[config.mk]
export PLATFORM = sky130hd
export DESIGN_NAME = blk_duty_calc
export DESIGN_NICKNAME = d
export VERILOG_FILES = /design/src/rtl/blk_duty_calc.sv
export SDC_FILE = /design/constraint.sdc
export NUM_CORES = 1
export LEC_CHECK = 0
export CELL_PAD_IN_SITES_DETAIL_PLACEMENT = 1
export CELL_PAD_IN_SITES_GLOBAL_PLACEMENT = 1
export CORE_ASPECT_RATIO = 0.7
export CORE_MARGIN = 2
export CORE_UTILIZATION = 45
export CTS_BUF_LIST = sky130_fd_sc_hd__clkbuf_4
export DETAILED_ROUTE_END_ITERATION = 16
export PLACE_DENSITY = 0.82
export SYNTH_ARGS = -nofsm -noshare
export SYNTH_HDL_FRONTEND = slang
export SYNTH_SLANG_ARGS = --single-unit
[constraint.sdc]
create_clock -name iODCK -period 12.8 [get_ports iODCK]
set_input_delay 3.84 -clock iODCK [delete_from_list [all_inputs] [get_ports iODCK]]
set_output_delay 3.84 -clock iODCK [all_outputs]
set_load 0.005 [all_outputs]
[src/rtl/blk_duty_calc.sv]
// Per-block peak-luma tracker: accumulates max(R,G,B) per horizontal block and,
// on each row strobe, drains the row's maxima serially as backlight duty values.
module blk_duty_calc #(
    parameter int unsigned  LANES    = 8,
    parameter int unsigned  NBLK     = 8,
    parameter logic [7:0]   MIN_DUTY = 8'd16,
    localparam int unsigned BW       = $clog2(NBLK),
    localparam int unsigned AW       = BW + 4
) (
    input  logic                  iODCK,
    input  logic                  iRST_n,
    input  logic [24*LANES-1:0]   iPixelData,
    input  logic                  iPixVld,
    input  logic [BW-1:0]         iBlkIdx,
    input  logic [3:0]            iV_Address,
    input  logic                  iV_Duty,
    input  logic                  iALG_rst,
    input  logic                  iOU_en,
    output logic [7:0]            oDuty,
    output logic [AW-1:0]         oDutyAddr,
    output logic                  oDutyVld,
    output logic                  oBusy,
    output logic                  oOvf
);

    typedef enum logic {ACCUM = 1'b0, DRAIN = 1'b1} state_t;

    function automatic logic [7:0] max8(input logic [7:0] a, input logic [7:0] b);
        return (a > b) ? a : b;
    endfunction

    logic [7:0]    s1Max [LANES];
    logic          s1Vld, d1Duty;
    logic [BW-1:0] s1Blk;
    logic [3:0]    d1Addr;

    logic [7:0]    laneMax;
    logic [7:0]    s2Max;
    logic          s2Vld, d2Duty;
    logic [BW-1:0] s2Blk;
    logic [3:0]    d2Addr;

    logic [7:0]    acc     [NBLK];
    logic [7:0]    accUpd  [NBLK];
    logic [7:0]    shadow  [NBLK];
    logic [3:0]    shadowRow;
    logic          rowTake;

    state_t        state, stateNxt;
    logic [BW-1:0] cnt, cntNxt;
    logic [7:0]    dutyNxt;
    logic [AW-1:0] addrNxt;
    logic          vldNxt, ovfNxt;

    // Stage 1: per-lane peak of R, G, B
    always_ff @(posedge iODCK or negedge iRST_n) begin
        if (!iRST_n) begin
            for (int k = 0; k < int'(LANES); k++) s1Max[k] <= '0;
            s1Vld  <= 1'b0;
            s1Blk  <= '0;
            d1Duty <= 1'b0;
            d1Addr <= '0;
        end else begin
            for (int k = 0; k < int'(LANES); k++)
                s1Max[k] <= max8(max8(iPixelData[24*k+16 +: 8], iPixelData[24*k+8 +: 8]),
                                 iPixelData[24*k +: 8]);
            s1Vld  <= iPixVld && !iALG_rst;
            s1Blk  <= iBlkIdx;
            d1Duty <= iV_Duty && !iALG_rst;
            d1Addr <= iV_Address;
        end
    end

    always_comb begin
        laneMax = '0;
        for (int k = 0; k < int'(LANES); k++) laneMax = max8(laneMax, s1Max[k]);
    end

    // Stage 2: peak across lanes, strobe/address kept aligned
    always_ff @(posedge iODCK or negedge iRST_n) begin
        if (!iRST_n) begin
            s2Max  <= '0;
            s2Vld  <= 1'b0;
            s2Blk  <= '0;
            d2Duty <= 1'b0;
            d2Addr <= '0;
        end else begin
            s2Max  <= laneMax;
            s2Vld  <= s1Vld && !iALG_rst;
            s2Blk  <= s1Blk;
            d2Duty <= d1Duty && !iALG_rst;
            d2Addr <= d1Addr;
        end
    end

    // Accumulator values including this cycle's S2 word, so a snapshot sees it
    always_comb begin
        for (int i = 0; i < int'(NBLK); i++) begin
            accUpd[i] = acc[i];
            if (s2Vld && (s2Blk == BW'(i))) accUpd[i] = max8(acc[i], s2Max);
        end
    end

    assign rowTake = d2Duty && (state == ACCUM);

    always_ff @(posedge iODCK or negedge iRST_n) begin
        if (!iRST_n) begin
            for (int i = 0; i < int'(NBLK); i++) begin
                acc[i]    <= '0;
                shadow[i] <= '0;
            end
            shadowRow <= '0;
        end else if (iALG_rst) begin
            for (int i = 0; i < int'(NBLK); i++) acc[i] <= '0;
        end else if (rowTake) begin
            for (int i = 0; i < int'(NBLK); i++) begin
                shadow[i] <= accUpd[i];
                acc[i]    <= '0;
            end
            shadowRow <= d2Addr;
        end else begin
            for (int i = 0; i < int'(NBLK); i++) acc[i] <= accUpd[i];
        end
    end

    // Drain sequencer: next state and next registered outputs
    always_comb begin
        stateNxt = state;
        cntNxt   = cnt;
        vldNxt   = 1'b0;
        dutyNxt  = oDuty;
        addrNxt  = oDutyAddr;
        ovfNxt   = oOvf;
        if (iALG_rst) begin
            stateNxt = ACCUM;
            cntNxt   = '0;
            ovfNxt   = 1'b0;
        end else begin
            case (state)
                ACCUM: begin
                    if (d2Duty) begin
                        stateNxt = DRAIN;
                        cntNxt   = '0;
                    end
                end
                DRAIN: begin
                    if (d2Duty) ovfNxt = 1'b1;
                    if (iOU_en) begin
                        vldNxt  = 1'b1;
                        dutyNxt = max8(shadow[cnt], MIN_DUTY);
                        addrNxt = {shadowRow, cnt};
                        cntNxt  = cnt + BW'(1);
                        if (cnt == BW'(NBLK - 1)) stateNxt = ACCUM;
                    end
                end
                default: stateNxt = ACCUM;
            endcase
        end
    end

    always_ff @(posedge iODCK or negedge iRST_n) begin
        if (!iRST_n) begin
            state     <= ACCUM;
            cnt       <= '0;
            oDuty     <= '0;
            oDutyAddr <= '0;
            oDutyVld  <= 1'b0;
            oBusy     <= 1'b0;
            oOvf      <= 1'b0;
        end else begin
            state     <= stateNxt;
            cnt       <= cntNxt;
            oDuty     <= dutyNxt;
            oDutyAddr <= addrNxt;
            oDutyVld  <= vldNxt;
            oBusy     <= (stateNxt == DRAIN);
            oOvf      <= ovfNxt;
        end
    end

endmodule
==> impl_metrics.csv, run 1 <==
group,metric,value,unit
yosys,synth_area_leader_cell,"dfrtp_1",
floorplan,coreArea,0.0381,mm²
placement,placed_cells,2445,
sta,post-route-period-util,93.4,%
grt,grt_pass1_wl,85.3,mm
sta,setup_violations,0,
clock_tree,cts_hold_buf,0,
setup_path,timing.critical_path.mode_cell,"ha_1",
clock_tree,cts.clk_slew.worst_paths,0.08,ns
floorplan,die_y,168,µm
yosys,synth_mux_area_share,14.0,%
yosys,synth_top_area_share,35.2,%
floorplan,initial_utilization,45.3,%
sta,rsz0062_at_grt,"no",
floorplan,dieArea,0.0400,mm²
yosys,synth_cells,1772,
routing,drt_first_pass_iters,4,
clock_tree,cts_buffers,60,
power_and_ir_drop,p_leak,10.4,nW
sta,clock_skew,0.0776,ns
yosys,synth_ff_type,"dfrtp_1",
power_and_ir_drop,p_per_area,213,mW/mm²
placement,gp_congestion,0.918,
clock_tree,htreeDepth,2,
setup_path,critPathMaxStageDelay,0.58,ns
yosys,synthXorXnorAreaFrac,0.0507,%
setup_path,crit_path_start_kind,"flip-flop",
cells_and_area,final_cell_mix,"250 x ha_1, 242 x dfrtp_1, 221 x clkdlybuf4s50_1, 213 x inv_1, 150 x nor2_1",
placement,dp_hpwl,41.5,mm
yosys,synth_area_leaders,"dfrtp_1 35%, ha_1 18%, mux2_2 7.9%",
setup_path,critPathBufInv,3,
sta,final.min_clock_period,11.95,ns
sta,worstMarginPinSlew,1.12,ns
yosys,synth_edf_count,0,
cells_and_area,postLayoutCellArea,0.0207,mm²
grt,track_usage,26.7,%
clock_tree,clock_latency,0.79,ns
yosys,synthArstFlopShare,100,%
power_and_ir_drop,max-vdd-ir-drop,0.000210,V
routing,drc,0,
yosys,synthSimpleGateAreaFrac,10.5,%
routing,vias,14600,
sta,hold_violations,0,
run,maxCapViolCount,0,
setup_path,crit_arrival,12.64,ns
setup_path,cp-end-kind,"flip-flop",
routing,routedWlPerCell,20.7,µm
yosys,synth_top_family_by_area,"adder cells",
outcome,status,"complete, no violations",
clock_tree,cts_root_buf,"clkbuf_4",
cells_and_area,fin_nets,2466,
sta,setup_tns,0,ns
clock_tree,cts_sinks,243,
setup_path,cp.depth,51,
setup_path,worst-path-max-fanout,24,
cells_and_area,drive_above_1_share,13.5,%
placement,portBuffers,222,
yosys,ys_ff_latch,243,
worst_hold_path,holdCritPathClass,"flip-flop to flip-flop",
yosys,syn_area,0.0173,mm²
yosys,synth.yosys.seq_area_share,35.2,%
clock_tree,cts_tree,"done",
placement,placed_cell_area,0.0200,mm²
yosys,syn_avg_cell_area,9.76,µm²
sta,maxSlewHeadroom,25.1,%
yosys,synth_cell_types,60,
cells_and_area,area_growth,19.8,%
setup_path,r2r_cells,51,
yosys,synth_compound_area_share,16.2,%
routing,vias_per_cell,5.72,
setup_path,crit_slowest_cell,"or2_1",
floorplan,rows,60,
cells_and_area,final_common_cell,"ha_1",
setup_path,worst-setup-path-type,"flip-flop to flip-flop",
grt,grt.overflow.total,0,
setup_path,cp.required,13.49,ns
yosys,syn-num-nets,2227,
routing,wl,52.8,mm
cells_and_area,final_cells,2546,
routing,postRouteAntennaNets,0,
clock_tree,cts_buffer_depth,3,
worst_hold_path,hold_depth,0,
floorplan,io_pins,223,
floorplan,fp.dieW,238,µm
sta,fmax,83.7,MHz
setup_path,path_delay_family,"compound AO/OA/AOI/OAI gates",
sta,drv_slew,0,
yosys,yosys_warnings,0,
yosys,synth_fa_ha_area_share,18.1,%
grt,grt_pass1_vias,15900,
grt,antenna_found_initial,1,
routing,drt_iter0_markers,895,
grt,grt_max_degree,121,
## synth_stat cells, drive strengths merged (6+ instances only)
cell and instances:
inv 213, buf 18, mux4 16, o21ai 77, nand2b 6, nand2 67
a22oi 8, o21a 52, a311oi 9, o221ai 8, nor2 151, a21o 51
mux2i 70, a31oi 37, ha 250, nand3 56, and3 19, a21oi 133
a211o 8, nor2b 35, nand4 29, dfrtp 243, o21bai 8, clkbuf 34
nor3 12, mux2 121
## worst register-to-register path: cells and delay by family, from the launching register on
kind / cells / cell delay [ns]
compound gates: 27 / 5.80
fa+ha+maj: 7 / 2.21
buf+inv: 3 / 0.48
flops: 1 / 0.37
mux: 1 / 0.40
simple gates: 13 / 2.62
## sequential cells by signal (all words and copies together) (netlist names), 4 cells and up
| signal | cells |
|---|---|
| d1Addr | 4 |
| shadowRow | 4 |
| d2Addr | 4 |
| shadow | 64 |
| oDutyAddr | 7 |
| oDuty | 8 |
| s1Max | 64 |
| acc | 64 |
| s2Max | 8 |
## power breakdown
group	leakage, nW	total, W	switching, W	internal [W]
logic	6.92	0.00273	0.00161	0.00112
registers	3.02	0.00105	0.000141	0.000904
clock network	0.416	0.000638	0.000337	0.000301
## cell type report
type,instances,area (µm²)
inverter,214,803
timing repair buffer,229,2280
multi-input combinational,1263,10200
fill,4332,17400
sequential,243,6080
clock inverter,16,73.8
clock buffer,84,631
tap,496,621
antenna,1,2.50
## final timing paths
check | startpoint | to | slack [ns]
worst max-delay path | s1Max[53] | s2Max[2] | 0.85
worst min-delay path | d1Addr[3] | d2Addr[3] | 0.34
worst max register to register | s1Max[53] | s2Max[2] | 0.85
worst min register to register | d1Addr[3] | d2Addr[3] | 0.34
max in group asynchronous | iRST_n | s1Max[63] | 7.50
min in group asynchronous | iRST_n | oDuty[5] | 3.15
## cells by family (layout without fill, tap and decap cells)
kind of cell | after synthesis | in the layout
xor+xnor | 1 | 1
mux | 207 | 207
compound gates | 416 | 416
other cells | 0 | 1
buf+inv | 266 | 543
flops | 243 | 243
simple gates | 389 | 389
fa+ha+maj | 250 | 250
## per-stage QoR
| step | hold WS [ns] | setup slack (ns) | utilization, % | power [W] |
|---|---|---|---|---|
| 2_1_floorplan | 0.331 | 2.17 | - | 0.00291 |
| 3_3_place_gp | 0.332 | 0.908 | 52.4 | 0.00352 |
| 3_5_place_dp | 0.338 | 0.312 | 52.4 | 0.00370 |
| 4_1_cts | 0.341 | 0.283 | 54.2 | 0.00435 |
| 5_1_grt | 0.350 | 0.103 | 54.3 | 0.00476 |
| 6_report | 0.344 | 0.851 | 54.3 | 0.00441 |
## layer usage
metal	up-vias	routed length (µm)	GRT usage [%]	share of wire, %
met2	412	23300	41.3	44
met5	-	0	0	0
met4	0	821	6.17	1.6
met1	7254	25400	38.7	48
met3	64	3270	4.80	6.2
li1	6822	-	-	-
## repair_timing
| action | in CTS | in global routing |
|---|---|---|
| gates resized for setup | 0 | 3 |
| endpoints found under the setup margin | 0 | 8 |
| setup buffers | 0 | 0 |
Note: power is estimated with default switching activity, not from simulation.
==> run 2: changes to the inputs <==
--- a/config.mk
+++ b/config.mk
@@ -12,7 +12,7 @@
 export CORE_UTILIZATION = 45
 export CTS_BUF_LIST = sky130_fd_sc_hd__clkbuf_4
 export DETAILED_ROUTE_END_ITERATION = 16
-export PLACE_DENSITY = 0.82
+export PLACE_DENSITY = 0.85
 export SYNTH_ARGS = -nofsm -noshare
 export SYNTH_HDL_FRONTEND = slang
 export SYNTH_SLANG_ARGS = --single-unit
==> run 2 against run 1 <==
Via count decreased by 0.46%. Count of clock-buffer cells in the layout is 2 lower. Wire length shrank 2.4%. Fmax grew 0.14%. Critical path depth fell by 2. Final area grew 0.32%. Combinational power barely moved. Critical path type unchanged. Largest power group unchanged.
==> impl_metrics.csv, run 2 (synthesized netlist as in run 1, its figures left out) <==
group,metric,value,unit
power_and_ir_drop,p_per_area,214,mW/mm²
setup_path,cp.required,13.34,ns
sta,hold_violations,0,
placement,portBuffers,222,
grt,antenna_found_initial,1,
setup_path,path_delay_family,"compound AO/OA/AOI/OAI gates",
setup_path,critPathMaxStageDelay,0.50,ns
cells_and_area,top_regs,"acc: 64 flops, s1Max: 64 flops, shadow: 64 flops",
routing,wl_met3,2.92,mm
routing,top_layer_used,"met4",
routing,postRouteAntennaNets,0,
power_and_ir_drop,switchingPower,0.00210,W
clock_tree,cts_hold_buf,0,
sta,rsz0062_at_grt,"no",
sta,drv_slew,0,
setup_path,crit_arrival,12.47,ns
power_and_ir_drop,p_total,0.00444,W
placement,dp_hpwl,40.5,mm
run,maxCapViolCount,0,
grt,grt_pass1_wl,83.8,mm
power_and_ir_drop,combPwrFrac,61.8,%
floorplan,fp.dieW,238,µm
placement,placed_cells,2445,
clock_tree,cts_sinks,243,
setup_path,crit_slowest_cell,"o22ai_2",
floorplan,io_pins,223,
worst_hold_path,holdCritPathClass,"flip-flop to flip-flop",
clock_tree,cts_buffers,59,
power_and_ir_drop,max-vdd-ir-drop,0.000313,V
routing,vias,14500,
outcome,status,"complete, no violations",
floorplan,rows,60,
setup_path,r2r-end,"s2Max[5]",
routing,routedWlPerCell,20.1,µm
cells_and_area,fin_nets,2465,
sta,clock_skew,0.0881,ns
sta,post-route-period-util,93.2,%
setup_path,critPathBufInv,2,
worst_hold_path,hold_start,"d1Addr[0]",
setup_path,cp-end-kind,"flip-flop",
cells_and_area,final_common_cell,"ha_1",
cells_and_area,final_cell_mix,"250 x ha_1, 243 x dfrtp_1, 221 x clkdlybuf4s50_1, 213 x inv_1, 150 x nor2_1",
power_and_ir_drop,p_int,0.00233,W
setup_path,worst-setup-path-type,"flip-flop to flip-flop",
setup_path,worst-path-max-fanout,24,
worst_hold_path,hold_depth,0,
grt,grt_max_degree,117,
worst_hold_path,holdPathEnd,"d2Addr[0]",
sta,fmax,83.8,MHz
setup_path,timing.critical_path.mode_cell,"ha_1",
grt,grt_pass1_vias,15900,
cells_and_area,drive_above_1_share,13.5,%
routing,drt_first_pass_iters,7,
power_and_ir_drop,p_leak,10.4,nW
clock_tree,cts_buffer_depth,3,
routing,drc,0,
routing,met1Wirelength,24.8,mm
power_and_ir_drop,power.share.clock,14.6,%
grt,track_usage,26.1,%
clock_tree,clock_latency,0.77,ns
sta,worstMarginPinSlew,1.08,ns
floorplan,die_y,168,µm
setup_path,crit_path_start_kind,"flip-flop",
sta,final.min_clock_period,11.93,ns
setup_path,timing.rr.start,"s1Max[61]",
power_and_ir_drop,netSwitchingFraction,47.4,%
clock_tree,cts_setup_buffers,0,
floorplan,coreArea,0.0381,mm²
setup_path,r2r_cells,49,
clock_tree,cts.clk_slew.worst_paths,0.07,ns
setup_path,rrSetupSlack,0.87,ns
routing,wl,51.5,mm
sta,setup_violations,0,
sta,hold_ws,0.348,ns
setup_path,cp.depth,49,
placement,gp_congestion,0.866,
clock_tree,htreeDepth,2,
sta,setup_tns,0,ns
floorplan,dieArea,0.0400,mm²
routing,vias_per_cell,5.66,
clock_tree,cts_tree,"done",
routing,route.met2.wl,23.0,mm
power_and_ir_drop,pwr-share-seq,23.5,%
routing,drt_iter0_markers,859,
grt,grt.overflow.total,0,
clock_tree,cts_root_buf,"clkbuf_4",
floorplan,initial_utilization,45.3,%
cells_and_area,final_cells,2561,
sta,maxSlewHeadroom,27.8,%
cells_and_area,area_growth,20.2,%
==> run 2: layer usage <==
layer	global-route usage (%)	vias up
met3	4.94	72
met5	0	-
met1	37.0	7163
li1	-	6845
met2	41.2	405
met4	6.33	0
==> run 2: power by group through the flow <==
stage	sequential, W	combinational (W)	clock (W)
after floorplan	0.000967	0.00195	0
after CTS	0.00104	0.00267	0.000668
final	0.00104	0.00274	0.000650
after global routing	0.00105	0.00304	0.000705
after global placement	0.00104	0.00247	0
after detailed placement	0.00105	0.00265	0
==> run 2: how the worst max path moves through the flow <==
stage / end / startpoint / slack, ns
2_1_floorplan: s2Max[0] / s1Max[49] / 2.17
3_3_place_gp: s2Max[7] / s1Max[63] / 0.85
3_5_place_dp: s2Max[6] / s1Max[61] / 0.30
4_1_cts: s2Max[5] / s1Max[61] / 0.17
5_1_grt: s2Max[5] / s1Max[63] / 0.11
6_report: s2Max[5] / s1Max[61] / 0.87
==> run 2: timing repair <==
action | 4_1_cts | 5_1_grt
hold endpoints to repair | 0 | 0
setup endpoints to repair | 0 | 8
gates resized for setup | 0 | 4
==> run 2: stage by stage <==
step / worst slack, ns / area (µm²) / util, %
global placement: 0.846 / 20000 / 52.4
CTS: 0.169 / 20700 / 54.4
finish: 0.868 / 20800 / 54.5
detailed placement: 0.305 / 20000 / 52.4
global route: 0.107 / 20800 / 54.5
floorplan: 2.17 / 17300 / -
==> run 2: layout make-up <==
type,count,area [µm²]
Antenna cell,5,12.5
Clock buffer,82,616
Clock inverter,29,146
Fill cell,4325,17400
Inverter,214,803
Multi-Input combinational cell,1263,10200
Sequential cell,243,6080
Tap cell,496,621
Timing Repair Buffer,229,2280
